$ cat src/rtl/alu_pkg.sv
// Shared op codes, FSM encoding and op-classification helpers for the execute unit.
package alu_pkg;

  localparam int unsigned OP_W = 4;

  typedef logic [OP_W-1:0] op_t;

  // ALU control codes, shared with the decode-stage ALU decoder
  localparam op_t OP_ADD  = 4'b0000;
  localparam op_t OP_SUB  = 4'b0001;
  localparam op_t OP_AND  = 4'b0010;
  localparam op_t OP_OR   = 4'b0011;
  localparam op_t OP_SLTU = 4'b0100;
  localparam op_t OP_SLT  = 4'b0101;
  localparam op_t OP_XOR  = 4'b0110;
  localparam op_t OP_SLL  = 4'b0111;
  localparam op_t OP_SRL  = 4'b1000;
  localparam op_t OP_SRA  = 4'b1001;
  localparam op_t OP_BEQ  = 4'b1010;
  localparam op_t OP_BNE  = 4'b1011;
  localparam op_t OP_BLT  = 4'b1100;
  localparam op_t OP_BGE  = 4'b1101;
  localparam op_t OP_BLTU = 4'b1110;
  localparam op_t OP_BGEU = 4'b1111;

  typedef enum logic [1:0] {
    ST_IDLE  = 2'd0,
    ST_SHIFT = 2'd1,
    ST_DONE  = 2'd2
  } state_e;

  typedef enum logic [1:0] {
    SH_SLL = 2'd0,
    SH_SRL = 2'd1,
    SH_SRA = 2'd2
  } shift_kind_e;

  // True for the serial (multi-cycle) shift ops
  function automatic logic is_shift(input op_t op);
    return (op == OP_SLL) || (op == OP_SRL) || (op == OP_SRA);
  endfunction

  // True for the conditional-branch ops (the top six codes)
  function automatic logic is_branch(input op_t op);
    return op >= OP_BEQ;
  endfunction

  // Map a shift op code onto the shifter direction/fill control
  function automatic shift_kind_e shift_kind(input op_t op);
    shift_kind_e k;
    case (op)
      OP_SRL:  k = SH_SRL;
      OP_SRA:  k = SH_SRA;
      default: k = SH_SLL;
    endcase
    return k;
  endfunction

endpackage

$ cat src/rtl/serial_shifter.sv
// One-bit-per-cycle shifter: loads an operand and a shift count, then shifts
// once per clock until the count runs out. done_c_o flags the final step so the
// caller can capture data_c_o (the value after that step) on the same edge.
module serial_shifter
  import alu_pkg::*;
#(
  parameter int unsigned XLEN = 32
) (
  input  logic                     clk,
  input  logic                     rst_n,
  input  logic                     start_i,
  input  logic                     clear_i,
  input  shift_kind_e              kind_i,
  input  logic [XLEN-1:0]          data_i,
  input  logic [$clog2(XLEN)-1:0]  shamt_i,
  output logic                     done_c_o,
  output logic [XLEN-1:0]          data_c_o
);

  localparam int unsigned SHW = $clog2(XLEN);

  logic [XLEN-1:0] shreg_q, shreg_d;
  logic [SHW-1:0]  cnt_q, cnt_d;
  shift_kind_e     kind_q, kind_d;
  logic [XLEN-1:0] shifted;

  // Single-bit shift of the working register; sra replicates the sign bit,
  // which is always the original operand's MSB
  always_comb begin
    shifted = shreg_q;
    case (kind_q)
      SH_SLL:  shifted = {shreg_q[XLEN-2:0], 1'b0};
      SH_SRL:  shifted = {1'b0, shreg_q[XLEN-1:1]};
      SH_SRA:  shifted = {shreg_q[XLEN-1], shreg_q[XLEN-1:1]};
      default: shifted = shreg_q;
    endcase
  end

  // Load / step / clear control for the working register and down-counter
  always_comb begin
    shreg_d = shreg_q;
    cnt_d   = cnt_q;
    kind_d  = kind_q;
    if (clear_i) begin
      cnt_d = '0;
    end else if (start_i) begin
      shreg_d = data_i;
      cnt_d   = shamt_i;
      kind_d  = kind_i;
    end else if (cnt_q != '0) begin
      shreg_d = shifted;
      cnt_d   = cnt_q - SHW'(1);
    end
  end

  // Shifter state registers
  always_ff @(posedge clk or negedge rst_n) begin
    if (!rst_n) begin
      shreg_q <= '0;
      cnt_q   <= '0;
      kind_q  <= SH_SLL;
    end else begin
      shreg_q <= shreg_d;
      cnt_q   <= cnt_d;
      kind_q  <= kind_d;
    end
  end

  assign done_c_o = (cnt_q == SHW'(1));
  assign data_c_o = shifted;

endmodule

$ cat src/rtl/alu_exec_unit.sv
// Execute stage: single-cycle add/logic/compare/branch ops and serial shifts,
// with a valid/ready handshake on both sides and a hazard-unit flush.
module alu_exec_unit
  import alu_pkg::*;
#(
  parameter int unsigned XLEN = 32
) (
  input  logic            clk,
  input  logic            rst_n,
  input  logic            in_valid,
  output logic            in_ready,
  input  logic [3:0]      alu_ctrl,
  input  logic [XLEN-1:0] src_a,
  input  logic [XLEN-1:0] src_b,
  input  logic            flush,
  output logic            out_valid,
  input  logic            out_ready,
  output logic [XLEN-1:0] result,
  output logic            branch_taken
);

  localparam int unsigned SHW = $clog2(XLEN);

  state_e          state_q, state_d;
  logic [XLEN-1:0] result_q, result_d;
  logic            taken_q, taken_d;
  logic            valid_q, valid_d;

  logic            accept;
  logic [SHW-1:0]  shamt;
  logic [XLEN-1:0] sum, diff;
  logic            lt_s, lt_u, eq;
  logic [XLEN-1:0] alu_res;
  logic            alu_taken;

  logic            sh_start, sh_clear, sh_done_c;
  logic [XLEN-1:0] sh_data_c;

  assign in_ready = (state_q == ST_IDLE) || ((state_q == ST_DONE) && out_ready);
  assign accept   = in_valid && in_ready;
  assign shamt    = src_b[SHW-1:0];

  // Shared adder/subtractor and comparators
  always_comb begin
    sum  = src_a + src_b;
    diff = src_a - src_b;
    lt_s = $signed(src_a) < $signed(src_b);
    lt_u = src_a < src_b;
    eq   = src_a == src_b;
  end

  // Single-cycle result and branch decision; branches return the wrapped sum
  always_comb begin
    alu_res   = sum;
    alu_taken = 1'b0;
    case (alu_ctrl)
      OP_ADD:  alu_res = sum;
      OP_SUB:  alu_res = diff;
      OP_AND:  alu_res = src_a & src_b;
      OP_OR:   alu_res = src_a | src_b;
      OP_SLTU: alu_res = XLEN'(lt_u);
      OP_SLT:  alu_res = XLEN'(lt_s);
      OP_XOR:  alu_res = src_a ^ src_b;
      OP_BEQ:  alu_taken = eq;
      OP_BNE:  alu_taken = !eq;
      OP_BLT:  alu_taken = lt_s;
      OP_BGE:  alu_taken = !lt_s;
      OP_BLTU: alu_taken = lt_u;
      OP_BGEU: alu_taken = !lt_u;
      default: alu_res = sum;
    endcase
    if (!is_branch(alu_ctrl)) alu_taken = 1'b0;
  end

  serial_shifter #(
    .XLEN (XLEN)
  ) u_shifter (
    .clk      (clk),
    .rst_n    (rst_n),
    .start_i  (sh_start),
    .clear_i  (sh_clear),
    .kind_i   (shift_kind(alu_ctrl)),
    .data_i   (src_a),
    .shamt_i  (shamt),
    .done_c_o (sh_done_c),
    .data_c_o (sh_data_c)
  );

  // Next-state and output-register logic; flush overrides any transfer
  always_comb begin
    state_d  = state_q;
    result_d = result_q;
    taken_d  = taken_q;
    valid_d  = valid_q;
    sh_start = 1'b0;
    sh_clear = 1'b0;
    if (flush) begin
      state_d  = ST_IDLE;
      valid_d  = 1'b0;
      sh_clear = 1'b1;
    end else begin
      case (state_q)
        ST_IDLE, ST_DONE: begin
          if ((state_q == ST_DONE) && out_ready) begin
            state_d = ST_IDLE;
            valid_d = 1'b0;
          end
          if (accept) begin
            if (is_shift(alu_ctrl)) begin
              taken_d = 1'b0;
              if (shamt == '0) begin
                result_d = src_a;
                state_d  = ST_DONE;
                valid_d  = 1'b1;
              end else begin
                sh_start = 1'b1;
                state_d  = ST_SHIFT;
                valid_d  = 1'b0;
              end
            end else begin
              result_d = alu_res;
              taken_d  = alu_taken;
              state_d  = ST_DONE;
              valid_d  = 1'b1;
            end
          end
        end
        ST_SHIFT: begin
          if (sh_done_c) begin
            result_d = sh_data_c;
            state_d  = ST_DONE;
            valid_d  = 1'b1;
          end
        end
        default: begin
          state_d = ST_IDLE;
          valid_d = 1'b0;
        end
      endcase
    end
  end

  // State and output registers
  always_ff @(posedge clk or negedge rst_n) begin
    if (!rst_n) begin
      state_q  <= ST_IDLE;
      result_q <= '0;
      taken_q  <= 1'b0;
      valid_q  <= 1'b0;
    end else begin
      state_q  <= state_d;
      result_q <= result_d;
      taken_q  <= taken_d;
      valid_q  <= valid_d;
    end
  end

  assign out_valid    = valid_q;
  assign result       = result_q;
  assign branch_taken = taken_q;

endmodule

$ cat config.mk
export PLATFORM = sky130hd
export DESIGN_NAME = alu_exec_unit
export DESIGN_NICKNAME = d
export VERILOG_FILES = /design/src/rtl/alu_pkg.sv /design/src/rtl/serial_shifter.sv /design/src/rtl/alu_exec_unit.sv
export SDC_FILE = /design/constraint.sdc
export NUM_CORES = 1
export LEC_CHECK = 0
export CAP_MARGIN = 10
export CORE_ASPECT_RATIO = 0.8
export CORE_MARGIN = 1
export CORE_UTILIZATION = 30
export DETAILED_ROUTE_END_ITERATION = 8
export REMOVE_ABC_BUFFERS = 1
export SLEW_MARGIN = 15
export SYNTH_ARGS = -nofsm -noshare
export SYNTH_HDL_FRONTEND = slang
export SYNTH_SLANG_ARGS = --single-unit
$ cat constraint.sdc
create_clock -name clk -period 2.2 [get_ports clk]
set_input_delay 0.22 -clock clk [delete_from_list [all_inputs] [get_ports clk]]
set_output_delay 0.22 -clock clk [all_outputs]
set_load 0.005 [all_outputs]
==> metrics.txt <==
portion of the clock cycle consumed by the worst path in the final layout 131%; share of the synthesized area in compound gates (AO/OA/AOI/OAI) between 30% and 40%; internal power component around 5.9 mW; maximum clock path buffer count 2; share of synthesized cell area in and, or, nand and nor gates a little over a fifth; biggest area contributors in the synthesized netlist dfrtp_1 (19%), ha_1 (13%), a21oi_1 (7.1%); floorplan die area between 30000 and 40000 um2; H-tree levels 3; routed wire length per instance 19.7 um; routed via count 12500; sequential cell area fraction in the yosys report 19.1%; TritonCTS buffer count 9; series of cell instances along the critical path buf_8 -> inv_4 -> ha_4 -> inv_2 -> fa_2 -> nor2b_4 -> o211ai_2 -> a311o_1 -> or4_4 -> a21o_1 -> a2111o_1 -> a21oi_2 -> o21ai_1 -> a221oi_2 -> o21ai_1; Final GP Congestion 0.947; top_reg_cell synth dfrtp_1; summed negative setup slack over all endpoints -12.16 ns; placed cell areas ~14000 um2; starting density of the core between 30 and 40%; category of the most critical setup path in2reg; initial detailed-routing violation count 1209; Final Worst Setup Slack -0.677 ns; Die Span Y 163 um; total routed wirelength about 44 mm; antenna diode count 0; Critical Path Sink Type flop; number of max-capacitance violations reported 0; adder-cell area share of the yosys netlist between 10% and 20%; number of pins with negative max-slew slack in the final report 0; Max VDD drop approximately 430 uV; total of endpoints with negative setup slack in the final report 29; Pleak about 7 nW; data arrival time at the worst-slack endpoint 3.13 ns; Area growth, synth to finish 63.5%; clock tree from TritonCTS done; clock transition at the registers of the reported paths 0.07 ns; number of different library cells in the post-synthesis netlist 78; maximum fanout encountered on the critical timing path 4; aggregate global routing overflow 0; vias per cell between 5 and 6; Critical Path Slowest Stage Cell or4_4; area share of xor/xnor cells in the synthesized design about 1.7%; CP Launch Type input pin; IO Count about 110; outcome complete, but fails checks; synthesized instance count roughly 1400; number of storage elements in the synthesis netlist 74; net switching power 4.19 mW; pin count of the biggest net entering global routing between 60 and 70; Sw Share 41.4%; netlist area before placement about 9700 um2; root buf cell clkbuf_16; failing checks setup timing; core region area roughly 32000 um2; antenna violations before repair 0; Fin Clk Skew 0.0124 ns; Synthesis Warnings 0; combinational power share a little under 60%; number of design rule violations left after detail routing 0; share of the core filled with cells in the final layout between 50% and 60%; Tmin final about 2.9 ns; number of cell rows 58; launch point of the worst hold path src_a[10]; remaining antenna violation count after routing 0; number of global-route vias before repair between 10000 and 15000; post-synth top area share between 10% and 20%; multi-input combinational cell area just over 8000 um2; worst hold-check slack around 0.16 ns; cell area power density 638 nW/um2; Top delay family on crit path compound AO/OA/AOI/OAI gates; horizontal extent of the die 203 um; Worst Path Required 2.45 ns; Design Area, Final between 15000 and 20000 um2; Crit Reg-Reg Startpoint u_shifter.cnt_q[2]; Peak Freq roughly 0.35 GHz; maximum cell stage delay along the critical path approximately 0.52 ns; Most Frequent Cell on Critical Path o21ai_1; fraction of final layout cells with drive strength greater than 1 38.0%; Hold Vio Cnt, Final 0; share of total power in the clock network between 15 and 20%; syn avg cell area approximately 7.1 um2; relative contribution of sequential cells to total power between 20% and 30%; unrepaired setup endpoints after global routing yes; headroom to the max-slew limit around 58%; DRT Pass-1 Iters 6; global-route wire length before repair just under 70 mm; Post-layout nets approximately 2000; total half-perimeter wirelength after legalization and detailed placement roughly 33 mm; share of async-settable or async-resettable flops after synthesis 100%; Worst Setup SP src_a[0]; top cell type by total area after synthesis dfrtp_1; CTS sink cnt 74; clock latency of the later-clocked register in the worst-skew pair ~0.37 ns; number of I/O port buffers 107; Fill cells just over 3000; Sequential cell area around 1900 um2; actual transition at the worst max-transition pin 0.633 ns; total track usage a little over a quarter; number of flops mapped to enable cells by yosys 0; dominant combinational cell family by area after synthesis compound AO/OA/AOI/OAI gates; multiplexer area fraction after synthesis 2.10%; Worst Path Buf+Inv 3; Tightest Hold Check Type in2reg
[cell usage in the layout (no fill, tap or decap), types with 35 or more instances in the layout]
cell type and instances:
a21oi_1 115, buf_4 401, clkdlybuf4s50_1 64, dfrtp_1 72, ha_1 72, inv_1 71
nand2_1 85, nand3_1 35, nor2_1 127, nor3_1 38, o21ai_0 85
[power groups by stage]
stage                     clock, mW  sequential [mW]  combinational [mW]
after global routing           1.89             2.48                6.39
after floorplan                   0             2.33                2.61
final                          1.81             2.42                5.89
after CTS                      1.83             2.40                5.68
after detailed placement          0             2.41                5.24
after global placement            0             2.41                5.16
[timing repair]
item | 4_1_cts | 5_1_grt
hold buffers | 1 | 0
hold endpoints to repair | 18 | 0
buffers inserted | 45 | 15
gates resized for setup | 359 | 71
pin swaps | 102 | 76
setup endpoints to repair | 32 | 31
[final cells by class]
class                           count  area share (%)
Multi-Input combinational cell   1075            51.3
Inverter                          109            2.72
Tap cell                          420            3.32
Clock inverter                      6           0.726
Clock buffer                       10            1.44
Timing Repair Buffer              544            28.8
Sequential cell                    74            11.7
[synthesized netlist by cell type, types with 4 or more instances]
library cell and count:
o2111ai_1 14, nand3b_1 4, o21bai_1 13, mux2i_1 8, o211ai_1 31, a221o_1 7, xor2_1 6, nor3_1 43
o31ai_1 12, nand2b_1 30, a21o_1 17, nand3_1 38, o311ai_0 5, a211oi_1 19, xnor2_1 13, o21ai_0 111
clkbuf_1 77, or2_2 6, inv_1 109, or4_1 4, nor2b_1 26, o31a_1 8, mux2_2 10, nand4_1 9
nor4_1 16, a311oi_1 5, a22oi_1 5, a21oi_1 137, and3_1 6, nand2_1 91, o22ai_1 7, buf_1 15
a221oi_1 9, a31oi_1 22, buf_2 5, o221ai_1 32, ha_1 99, nor2_1 133, dfrtp_1 74, o21ai_1 14
o21a_1 8
[final timing paths]
| check | cells past startpoint | slack, ns | to |
|---|---|---|---|
| setup / recovery | 15 | -0.68 | result[0] |
| hold / removal | 3 | 0.16 | u_shifter.shreg_q[10] |
| setup reg to reg | 8 | -0.20 | result[31] |
| hold reg to reg | 2 | 0.49 | result[8] |
| max in group asynchronous | 3 | 1.33 | u_shifter.kind_q[1] |
| min in group asynchronous | 2 | 0.29 | u_shifter.cnt_q[2] |
[worst reg2reg max path, cell delays in order, from the launching register on]
cell       delay (ns)
dfrtp_1          0.38
nor3_1           0.18
buf_4            0.14
a21oi_1          0.07
a2111o_2         0.50
or4_1            0.59
a211o_1          0.25
o2111ai_1        0.07
o21ai_1          0.09
[per-stage QoR]
step	total power, mW	setup WS, ns	instances
floorplan	4.94	-1.68	1258
global placement	7.57	-1.72	2168
detailed placement	7.65	-1.76	2168
CTS	9.91	-0.656	2225
global route	10.8	-0.763	2238
finish	10.1	-0.677	2238
[sequential cells by signal, indices dropped and copies added (netlist names)]
name,cells
state_q,1
u_shifter.shreg_q,32
branch_taken,1
result,32
u_shifter.cnt_q,5
out_valid,1
u_shifter.kind_q,2
[layer usage]
layer / GRT usage, % / wire, um
met1: 39.0 / 21200
met4: 7.04 / 975
met2: 40.0 / 18800
met3: 4.12 / 3240
met5: 0 / 0
[cell families after synthesis]
group / Yosys count
compound gates: 512
simple gates: 424
buf+inv: 209
fa+ha+maj: 101
flops: 74
xor+xnor: 19
mux: 19
Note: power is estimated with default switching activity, not from simulation.
==> edit, RTL diff (config.mk and constraints unchanged) <==
Make the reset (`rst_n`) synchronous in 2 clocked blocks.
--- a/src/rtl/serial_shifter.sv
+++ b/src/rtl/serial_shifter.sv
@@ -54,7 +54,7 @@
   end
 
   // Shifter state registers
-  always_ff @(posedge clk or negedge rst_n) begin
+  always_ff @(posedge clk) begin
     if (!rst_n) begin
       shreg_q <= '0;
       cnt_q   <= '0;
--- a/src/rtl/alu_exec_unit.sv
+++ b/src/rtl/alu_exec_unit.sv
@@ -141,7 +141,7 @@
   end
 
   // State and output registers
-  always_ff @(posedge clk or negedge rst_n) begin
+  always_ff @(posedge clk) begin
     if (!rst_n) begin
       state_q  <= ST_IDLE;
       result_q <= '0;
Check against the original RTL: differs if rst_n is asserted again (counterexample within 4 cycles, from zero or initial values and one cycle with rst_n low); with rst_n held inactive, the same outputs for 4 cycles.
==> edit against the unedited design <==
Worst setup slack better by 0.44 ns. Cell count up 6.2%. Power down 20%. Sequential power down 36%. Sequential cell count unchanged. Largest power group unchanged. Routed wire length up 12%. Design area up 8.2%. Area after synthesis up 1.2%. Via count up 7.1%. Synthesized cell count up 6.0%. The flow still finishes with violations (negative setup slack). Combinational power down 16%.
==> edit: results (changes against the unedited design) <==
Parameter                              Value

Critical path
  R2R setup slack ... 0.02 ns (was -0.20 ns)
  Count of cells along the worst register-to-register path ... 10 (was 8)
  Top cell family by delay on the critical path ... compound AO/OA/AOI/OAI gates (unchanged)
  Critical path arrival ... 2.73 ns (was 3.13 ns)
  Cell with the largest stage delay on the worst path ... fa_2 (was or4_4)
  Reg-to-reg endpoint ... result[26] (was result[31])
  Largest fanout on the critical path ... 3 (was 4)
  Origin of the critical flop-to-flop path ... out_valid (was u_shifter.cnt_q[2])
  CP max stage delay ... 0.36 ns (was 0.52 ns)

Routing
  Drt pass-1 iters ... 7 (was 6)
  Average detailed-routed wire length per instance ... 20.87 um (was 19.75 um)
  Drt initial violations ... 1,291 (was 1,209)
  Vias ... 13,390 (was 12,500)
  Vias per std cell ... 5.634 (was 5.584)

Hold path
  Hold Path Origin ... src_b[3] (was src_a[10])
  Min-Delay Endpoint ... u_shifter.cnt_q[3] (was u_shifter.shreg_q[10])
  Instance count along the most critical hold path ... 4 (was 3)

STA
  Transition time at the pin with the least slew margin ... 0.5354 ns (was 0.6331 ns)
  Setup Total Neg Slack ... -2.736 ns (was -12.16 ns)
  Endpoints failing setup ... 25 (was 29)
  Largest clock skew in the final design ... 0.01213 ns (was 0.01241 ns)
  Post-layout worst setup margin ... -0.2396 ns (was -0.6765 ns)

Final layout
  Layout Nets ... 2,125 (was 1,987)
  Filler cells ... 2,963 (was 3,084)
  Fraction of final layout cells with drive strength greater than 1 ... 44.33% (was 38.01%)

Synth
  Post-Synthesis Cells ... 1,439 (was 1,358)
  Number of distinct library cells after synthesis ... 94 (was 78)
  Synth async-reset ratio ... 0% (was 100.0%)
  Commonest cells in the netlist ... a21oi_1, nor2_1, nand2_1 (was a21oi_1, nor2_1, o21ai_0)

Placement
  DP HPWL ... 36,510 um (was 33,050 um)
  Number of instances in the placed design ... 2,293 (was 2,168)
  Final weighted congestion in routability-driven placement ... 1.009 (was 0.9474)

Pwr
  Leakage power ... 7.239 nW (was 7.106 nW)
  Switching part of the total power ... 42.76% (was 41.41%)

Status
  Violations in the final reports ... negative setup slack (unchanged)
  Status ... complete, but fails checks (unchanged)

CTS
  Clock transition at the register clock pins on the worst setup and hold paths after CTS ... 0.07 ns (about the same)

Global routing
  Global Route Usage Sum ... 28.76% (was 26.59%)
## edit: kinds of logic (layout without fill, tap and decap cells)
logic type | count (synthesis) | count (layout) | synth area share, %
multiplexers | 23 | 23 | 2.436
AO/OA/AOI/OAI | 551 | 551 | 37.07
adder cells (fa/ha/maj) | 101 | 101 | 13.03
AND/OR/NAND/NOR | 466 | 466 | 22.63
buffers and inverters | 210 | 727 | 8.480
flip-flops | 74 | 74 | 15.10
XOR/XNOR | 14 | 14 | 1.250
## edit: worst max path at each step
stage	start	endpoint	slack, ns	depth (start not counted)
detailed placement	src_a[0]	branch_taken	-1.29	14
CTS	src_b[0]	result[30]	-0.21	15
finish	src_a[0]	result[0]	-0.24	15
floorplan	alu_ctrl[2]	result[31]	-1.59	8
global route	src_a[0]	result[0]	-0.31	15
global placement	src_b[21]	branch_taken	-1.25	13
## edit: worst reg2reg max path: cells and delay by family (launching register included)
family | cells | cell delay [ns]
AOI/OAI and AO/OA | 2 | 0.30
DFF | 1 | 0.34
muxes | 1 | 0.10
and+or+nand+nor | 5 | 0.98
buffers and inverters | 2 | 0.36
## edit: power by group through the flow
stage / logic [mW] / registers (mW) / clock network, mW
4_1_cts: 4.40 / 1.55 / 1.65
6_report: 4.92 / 1.55 / 1.63
3_3_place_gp: 3.79 / 1.58 / 0
3_5_place_dp: 3.83 / 1.58 / 0
2_1_floorplan: 1.81 / 1.56 / 0
5_1_grt: 5.22 / 1.56 / 1.71
## edit: through the flow
stage	hold slack [ns]	area (um2)	power (mW)	setup slack, ns	util (%)
floorplan	0.3417	9370	3.367	-1.592	-
global placement	0.4561	14360	5.370	-1.251	45.17
detailed placement	0.4604	14360	5.406	-1.289	45.17
CTS	0.2224	16480	7.597	-0.2076	51.83
global route	0.2328	17150	8.489	-0.3089	53.94
finish	0.2182	17150	8.106	-0.2396	53.94
## edit: per-layer routing
metal / routed length (um) / part of all wire, % / track usage, % / up-vias
met3: 4848 / 9.8 / 6.190 / 63
met1: 22690 / 46 / 41.28 / 6398
met4: 972 / 2.0 / 7.327 / 0
li1: - / - / - / 6266
met5: 0 / 0 / 0 / -
met2: 21070 / 42 / 42.99 / 659
## edit: area by class of cell
| class | count | area (um2) | area share [%] |
|---|---|---|---|
| Clock buffer | 11 | 242.7 | 1.416 |
| Inverter | 104 | 442.9 | 2.583 |
| Multi-Input combinational cell | 1155 | 9331 | 54.42 |
| Timing Repair Buffer | 607 | 5059 | 29.50 |
| Sequential cell | 74 | 1483 | 8.647 |
| Tap cell | 420 | 525.5 | 3.065 |
| Clock inverter | 5 | 62.56 | 0.3649 |
## edit: repair_timing
action / 4_1_cts / 5_1_grt
buffers inserted: 53 / 21
setup endpoints to repair: 68 / 43
resized for setup: 540 / 116
gates cloned: 0 / 1
pin swaps: 147 / 100
